`src/rtl/dot_prod_pkg.sv`:
```
// Shared types and width derivations for the dot-product scheduler slice.
// No logic here; the state enum and width helpers are used by the scheduler and its bench.
// Widths are derived from the Q-format parameters of each instance.
package dot_prod_pkg;

    typedef enum logic [2:0] {
        IDLE    = 3'd0,
        LOAD_W  = 3'd1,
        LOAD_X  = 3'd2,
        COMPUTE = 3'd3,
        OUT     = 3'd4
    } state_t;

    function automatic int calc_bitwidth(input int qn, input int qm);
        return qn + qm + 1;
    endfunction

    function automatic int calc_mem_bitwidth(input int qn, input int qm, input int nrow);
        return calc_bitwidth(qn, qm) * nrow;
    endfunction

    // Keep at least one address bit so a single-column build still has a port.
    function automatic int calc_addr_bitwidth(input int ncol);
        return (ncol > 1) ? $clog2(ncol) : 1;
    endfunction

endpackage

```
`src/rtl/input_vec_buf.sv`:
```
// Input vector buffer: NCOL x BITWIDTH register file, one write port, one async read port.
// Latency: write visible the cycle after wr_en, read is combinational.
// Backpressure: none; the writer decides when a beat lands.
module input_vec_buf #(
    parameter int NCOL          = 8,
    parameter int BITWIDTH      = 18,
    parameter int ADDR_BITWIDTH = 3
) (
    input  logic                     clock,
    input  logic                     wr_en,
    input  logic [ADDR_BITWIDTH-1:0] wr_addr,
    input  logic [BITWIDTH-1:0]      wr_dat,
    input  logic [ADDR_BITWIDTH-1:0] rd_addr,
    output logic [BITWIDTH-1:0]      rd_dat
);

    // Deliberately unreset: every job rewrites all entries before they are read.
    logic [BITWIDTH-1:0] mem_q [NCOL];

    always_ff @(posedge clock) begin
        if (wr_en) begin
            mem_q[wr_addr] <= wr_dat;
        end
    end

    assign rd_dat = mem_q[rd_addr];

endmodule

```
`src/rtl/dot_prod_sched.sv`:
```
// Job scheduler for a dot_prod engine: loads weights/inputs, runs one computation, hands out the result.
// Latency: weight writes land one cycle after each accepted beat; result captured on first dataReady.
// Backpressure: valid/ready on weight and input streams; result held in OUT until outReady.
module dot_prod_sched
    import dot_prod_pkg::*;
#(
    parameter int NROW    = 16,
    parameter int NCOL    = 8,
    parameter int QN      = 6,
    parameter int QM      = 11,
    parameter int TIMEOUT = 64,
    localparam int BITWIDTH        = calc_bitwidth(QN, QM),
    localparam int MEMORY_BITWIDTH = calc_mem_bitwidth(QN, QM, NROW),
    localparam int ADDR_BITWIDTH   = calc_addr_bitwidth(NCOL)
) (
    input  logic                       clock,
    input  logic                       reset,
    input  logic                       start,
    input  logic                       loadW,
    input  logic                       wIn_valid,
    output logic                       wIn_ready,
    input  logic [MEMORY_BITWIDTH-1:0] wIn_data,
    input  logic                       xIn_valid,
    output logic                       xIn_ready,
    input  logic [BITWIDTH-1:0]        xIn_data,
    output logic                       writeEn,
    output logic [ADDR_BITWIDTH-1:0]   colAddressWrite,
    output logic [MEMORY_BITWIDTH-1:0] weightMemInput,
    output logic                       dpReset,
    input  logic [ADDR_BITWIDTH-1:0]   colAddressRead,
    output logic [BITWIDTH-1:0]        inputVec,
    input  logic                       dataReady,
    input  logic [MEMORY_BITWIDTH-1:0] outputVec,
    output logic                       outValid,
    input  logic                       outReady,
    output logic [MEMORY_BITWIDTH-1:0] outVec,
    output logic                       busy,
    output logic                       err
);

    // The watchdog must reach TIMEOUT, so it cannot share the column-sized beat counter width.
    localparam int TMR_W = $clog2(TIMEOUT + 1);

    state_t                     state_q, state_d;
    logic [ADDR_BITWIDTH-1:0]   cnt_q, cnt_d;
    logic [TMR_W-1:0]           tmr_q, tmr_d;
    logic                       wr_en_q, wr_en_d;
    logic [ADDR_BITWIDTH-1:0]   col_wr_q, col_wr_d;
    logic [MEMORY_BITWIDTH-1:0] wmem_q, wmem_d;
    logic                       w_rdy_q, w_rdy_d;
    logic                       x_rdy_q, x_rdy_d;
    logic                       dp_rst_q, dp_rst_d;
    logic                       out_vld_q, out_vld_d;
    logic [MEMORY_BITWIDTH-1:0] out_vec_q, out_vec_d;
    logic                       busy_q, busy_d;
    logic                       err_q, err_d;

    logic                       w_beat, x_beat, last_beat;
    logic [BITWIDTH-1:0]        xbuf_rd_dat;

    assign w_beat    = wIn_valid & w_rdy_q;
    assign x_beat    = xIn_valid & x_rdy_q;
    assign last_beat = (cnt_q == ADDR_BITWIDTH'(NCOL - 1));

    always_comb begin
        state_d   = state_q;
        cnt_d     = cnt_q;
        tmr_d     = tmr_q;
        wr_en_d   = 1'b0;
        col_wr_d  = col_wr_q;
        wmem_d    = wmem_q;
        out_vec_d = out_vec_q;
        err_d     = 1'b0;

        case (state_q)
            IDLE: begin
                if (start) begin
                    cnt_d   = '0;
                    state_d = loadW ? LOAD_W : LOAD_X;
                end
            end
            LOAD_W: begin
                if (w_beat) begin
                    wr_en_d  = 1'b1;
                    col_wr_d = cnt_q;
                    wmem_d   = wIn_data;
                    if (last_beat) begin
                        cnt_d   = '0;
                        state_d = LOAD_X;
                    end else begin
                        cnt_d = cnt_q + ADDR_BITWIDTH'(1);
                    end
                end
            end
            LOAD_X: begin
                if (x_beat) begin
                    if (last_beat) begin
                        cnt_d   = '0;
                        tmr_d   = '0;
                        state_d = COMPUTE;
                    end else begin
                        cnt_d = cnt_q + ADDR_BITWIDTH'(1);
                    end
                end
            end
            COMPUTE: begin
                // A result arriving on the final allowed cycle still wins over the timeout.
                if (dataReady) begin
                    out_vec_d = outputVec;
                    state_d   = OUT;
                end else if (tmr_q == TMR_W'(TIMEOUT - 1)) begin
                    err_d   = 1'b1;
                    state_d = IDLE;
                end else begin
                    tmr_d = tmr_q + TMR_W'(1);
                end
            end
            OUT: begin
                if (outReady) begin
                    state_d = IDLE;
                end
            end
            default: begin
                state_d = IDLE;
            end
        endcase

        w_rdy_d   = (state_d == LOAD_W);
        x_rdy_d   = (state_d == LOAD_X);
        dp_rst_d  = (state_d != COMPUTE);
        out_vld_d = (state_d == OUT);
        busy_d    = (state_d != IDLE);
    end

    always_ff @(posedge clock or posedge reset) begin
        if (reset) begin
            state_q   <= IDLE;
            cnt_q     <= '0;
            tmr_q     <= '0;
            wr_en_q   <= 1'b0;
            col_wr_q  <= '0;
            wmem_q    <= '0;
            w_rdy_q   <= 1'b0;
            x_rdy_q   <= 1'b0;
            dp_rst_q  <= 1'b1;
            out_vld_q <= 1'b0;
            out_vec_q <= '0;
            busy_q    <= 1'b0;
            err_q     <= 1'b0;
        end else begin
            state_q   <= state_d;
            cnt_q     <= cnt_d;
            tmr_q     <= tmr_d;
            wr_en_q   <= wr_en_d;
            col_wr_q  <= col_wr_d;
            wmem_q    <= wmem_d;
            w_rdy_q   <= w_rdy_d;
            x_rdy_q   <= x_rdy_d;
            dp_rst_q  <= dp_rst_d;
            out_vld_q <= out_vld_d;
            out_vec_q <= out_vec_d;
            busy_q    <= busy_d;
            err_q     <= err_d;
        end
    end

    input_vec_buf #(
        .NCOL          (NCOL),
        .BITWIDTH      (BITWIDTH),
        .ADDR_BITWIDTH (ADDR_BITWIDTH)
    ) u_xbuf (
        .clock   (clock),
        .wr_en   (x_beat),
        .wr_addr (cnt_q),
        .wr_dat  (xIn_data),
        .rd_addr (colAddressRead),
        .rd_dat  (xbuf_rd_dat)
    );

    assign inputVec        = dp_rst_q ? '0 : xbuf_rd_dat;
    assign wIn_ready       = w_rdy_q;
    assign xIn_ready       = x_rdy_q;
    assign writeEn         = wr_en_q;
    assign colAddressWrite = col_wr_q;
    assign weightMemInput  = wmem_q;
    assign dpReset         = dp_rst_q;
    assign outValid        = out_vld_q;
    assign outVec          = out_vec_q;
    assign busy            = busy_q;
    assign err             = err_q;

endmodule

```
`config.mk`:
```
export PLATFORM = sky130hd
export DESIGN_NAME = dot_prod_sched
export DESIGN_NICKNAME = d
export VERILOG_FILES = /design/src/rtl/dot_prod_pkg.sv /design/src/rtl/input_vec_buf.sv /design/src/rtl/dot_prod_sched.sv
export SDC_FILE = /design/constraint.sdc
export NUM_CORES = 1
export LEC_CHECK = 0
export BUFFER_PORTS_ARGS = -buffer_cell sky130_fd_sc_hd__clkbuf_2
export CAP_MARGIN = 20
export CORE_AREA = 2 2 467 469
export CTS_CLUSTER_DIAMETER = 150
export DETAILED_ROUTE_END_ITERATION = 10
export DIE_AREA = 0 0 469 471
export MAX_ROUTING_LAYER = met4
export PLACE_DENSITY = 0.41
export SYNTH_ARGS = -nofsm -noshare
export SYNTH_HDL_FRONTEND = slang
export SYNTH_HIERARCHICAL = 1
export SYNTH_SLANG_ARGS = --single-unit
```
`constraint.sdc`:
```
create_clock -name clock -period 23.4 [get_ports clock]
set_clock_uncertainty 0.15 [all_clocks]
set_input_delay 1.17 -clock clock [delete_from_list [all_inputs] [get_ports clock]]
set_output_delay 1.17 -clock clock [all_outputs]
set_load 0.02 [all_outputs]
```
==> flow_metrics.tcl <==
set metrics [dict create \
    cts_tree "yes" \
    htree_levels 3 \
    die_x_um 469 \
    timing.slew.headroom_pct 25.6 \
    ys_dominant_reg_cell "dfrtp_1" \
    min_path_cells 1 \
    dieArea_um2 221000 \
    p_per_area_nw_per_um2 142 \
    cp.required_ps 23960 \
    crit_path_max_fanout 107 \
    async_reset_ff_share_pct 80.6 \
    postRouteAntennaNets 0 \
    drive_gt1_share_pct 69.4 \
    yosys_register_bits 743 \
    grt_max_degree 126 \
    syn2layout_area_growth_pct 45.2 \
    final_area_um2 40800 \
    rr_worst_depth 6 \
    hpwl_mm 112 \
    r2r_start "state_q[1]" \
    layout.cells.most_common "clkbuf_2" \
    cts_resized 0 \
    grt_pass1_vias 20311 \
    layout.nets 3412 \
    leakage_nw 18.7 \
    syn-cell-area_um2 28100 \
    clockBufferDepth 3 \
    ctsHoldBuffers 0 \
    cts-root-buf "clkbuf_16" \
    rsz0062_at_grt "false" \
    wirelength_mm 138 \
    netlist_instances 1557 \
    min_period_over_period_pct 20.0 \
    layout_common_cells "1208 x clkbuf_2, 598 x mux2_2, 598 x dfrtp_1" \
    start_util_pct 13.0 \
    syn_avg_cell_area_um2 18.0 \
    vias 19093 \
    placed_area_um2 37500 \
    reg2reg_to "outVec[231]" \
    slew_viol_final 0 \
    tns_ps 0 \
    arrival_ps 5240 \
    design.core.area_um2 216000 \
    clock-sinks 743 \
    maxCapViolCount 0 \
    tightest_slew_ps 1120 \
    fillCellCount 23684 \
    finalHoldViolCount 0 \
    drc 0 \
    fmax_ghz 0.214 \
    io_buffer_count 1208 \
    setup_violations 0 \
    grt_pass1_wl_mm 182 \
    antenna_found_initial 47 \
    io_pins 1209 \
    place_congestion 0.882 \
    total_power_w 0.00580 \
    min_period_ps 4680 \
    cts_setup_buffers 0 \
    hold_end "outVec[36]" \
    dr.first_iter.drc_count 827 \
    yosysWarnings 6 \
    min-delay-start "outVec[36]" \
    syn-num-nets 2165 \
    status "finished, final reports clean" \
    peakVddDrop_v 0.0000836 \
    wl_per_cell_um 23.9 \
    cp-start-kind "input pin" \
    track_usage_pct 12.4 \
    synth_edf_count 144 \
    yosysSeqAreaShare_pct 68.8 \
    reg2reg_slack_ps 18980 \
    die_h_um 471 \
    clk_pin_slew_ps 60 \
    cp-end-kind "asynchronous set/reset pin" \
    clkLatencyLatePin_ps 710 \
    synthDistinctLibCells 42 \
    hold_class "flip-flop to flip-flop" \
    criticalPathCategory "input pin to asynchronous set/reset pin" \
    dr.pass1.iters 4 \
    vias_per_cell 3.31 \
    cts_buffers 91 \
    rows 171 \
    overflow 0 \
]
## kinds of logic after synthesis
| kind of cell | Yosys count | synth area share [%] |
|---|---|---|
| AOI/OAI and AO/OA | 22 | 0.606 |
| DFF | 743 | 68.8 |
| xor gates and xnor gates | 1 | 0.0312 |
| muxes | 634 | 27.4 |
| buffers and inverters | 88 | 1.64 |
| adders and majority gates | 3 | 0.134 |
| and+or+nand+nor | 66 | 1.42 |
## per-layer routing
layer  share of wire (%)  global-route usage [%]
met1                  40                    14.4
met3                  11                    5.65
met4                 2.2                    2.54
met5                   0                       -
met2                  47                    19.7
## critical path: stages
cell	delay [ps]
clkbuf_2	120
inv_8	570
buf_4	740
buf_4	780
buf_4	830
buf_4	800
## registers in the layout, indices dropped and copies added, names as in the netlist
register and cells:
cnt_q 3, weightMemInput 288, xIn_ready 1, colAddressWrite 3
busy 1, outValid 1, err 1, writeEn 1
state_q 3, tmr_q 7, u_xbuf/mem_q 144, dpReset 1
wIn_ready 1, outVec 288
## worst max path at each step
stage | slack (ps) | depth (start not counted) | end | start
3_3_place_gp | 17640 | 6 | weightMemInput[11] | reset
4_1_cts | 18500 | 6 | weightMemInput[252] | reset
3_5_place_dp | 17660 | 6 | weightMemInput[11] | reset
2_1_floorplan | 5320 | 1 | busy | reset
6_report | 18720 | 6 | weightMemInput[16] | reset
5_1_grt | 18020 | 6 | weightMemInput[15] | reset
## power breakdown
| part | internal, W | switching [W] | total, W |
|---|---|---|---|
| Sequential | 0.00182 | 0.000310 | 0.00213 |
| Clock | 0.000895 | 0.000605 | 0.00150 |
| Combinational | 0.000784 | 0.00138 | 0.00217 |
| Total | 0.00350 | 0.00230 | 0.00580 |
## stage by stage
stage               setup slack [ps]  hold slack, ps  cells  util (%)
finish                         18720             352   5761      18.9
global route                   18020             364   5756      18.9
CTS                            18500             356   5736      18.8
detailed placement             17660             342   5565      17.4
global placement               17640             338   5565      17.4
floorplan                       5320             296   1557         -
## cells in the mapped netlist (3+ instances only)
library cell	number	share of area, %
nor3_1	3	0.053
nand2b_1	3	0.067
dfrtp_1	598	53
o21ai_0	3	0.053
inv_1	7	0.094
or4_1	4	0.11
edfxtp_1	144	15
clkbuf_1	4	0.053
mux4_1	36	3.4
o31ai_1	5	0.13
a21oi_1	4	0.071
nand2_1	6	0.080
nor2_1	10	0.13
ha_1	3	0.13
buf_4	3	0.080
nor2b_1	23	0.51
nand3_1	6	0.11
buf_2	64	1.1
buf_6	5	0.20
mux2_2	598	24
## cell type report
| class | count | area, um2 | area share [%] |
|---|---|---|---|
| Tap cell | 2854 | 3570 | 8.76 |
| Clock buffer | 124 | 2600 | 6.39 |
| Inverter | 8 | 37.5 | 0.0921 |
| Clock inverter | 47 | 574 | 1.41 |
| Multi-Input combinational cell | 726 | 8340 | 20.5 |
| Timing Repair Buffer | 1234 | 6250 | 15.3 |
| Sequential cell | 743 | 19300 | 47.4 |
| Antenna cell | 25 | 62.6 | 0.153 |
Power figures use the tool's default switching activity.
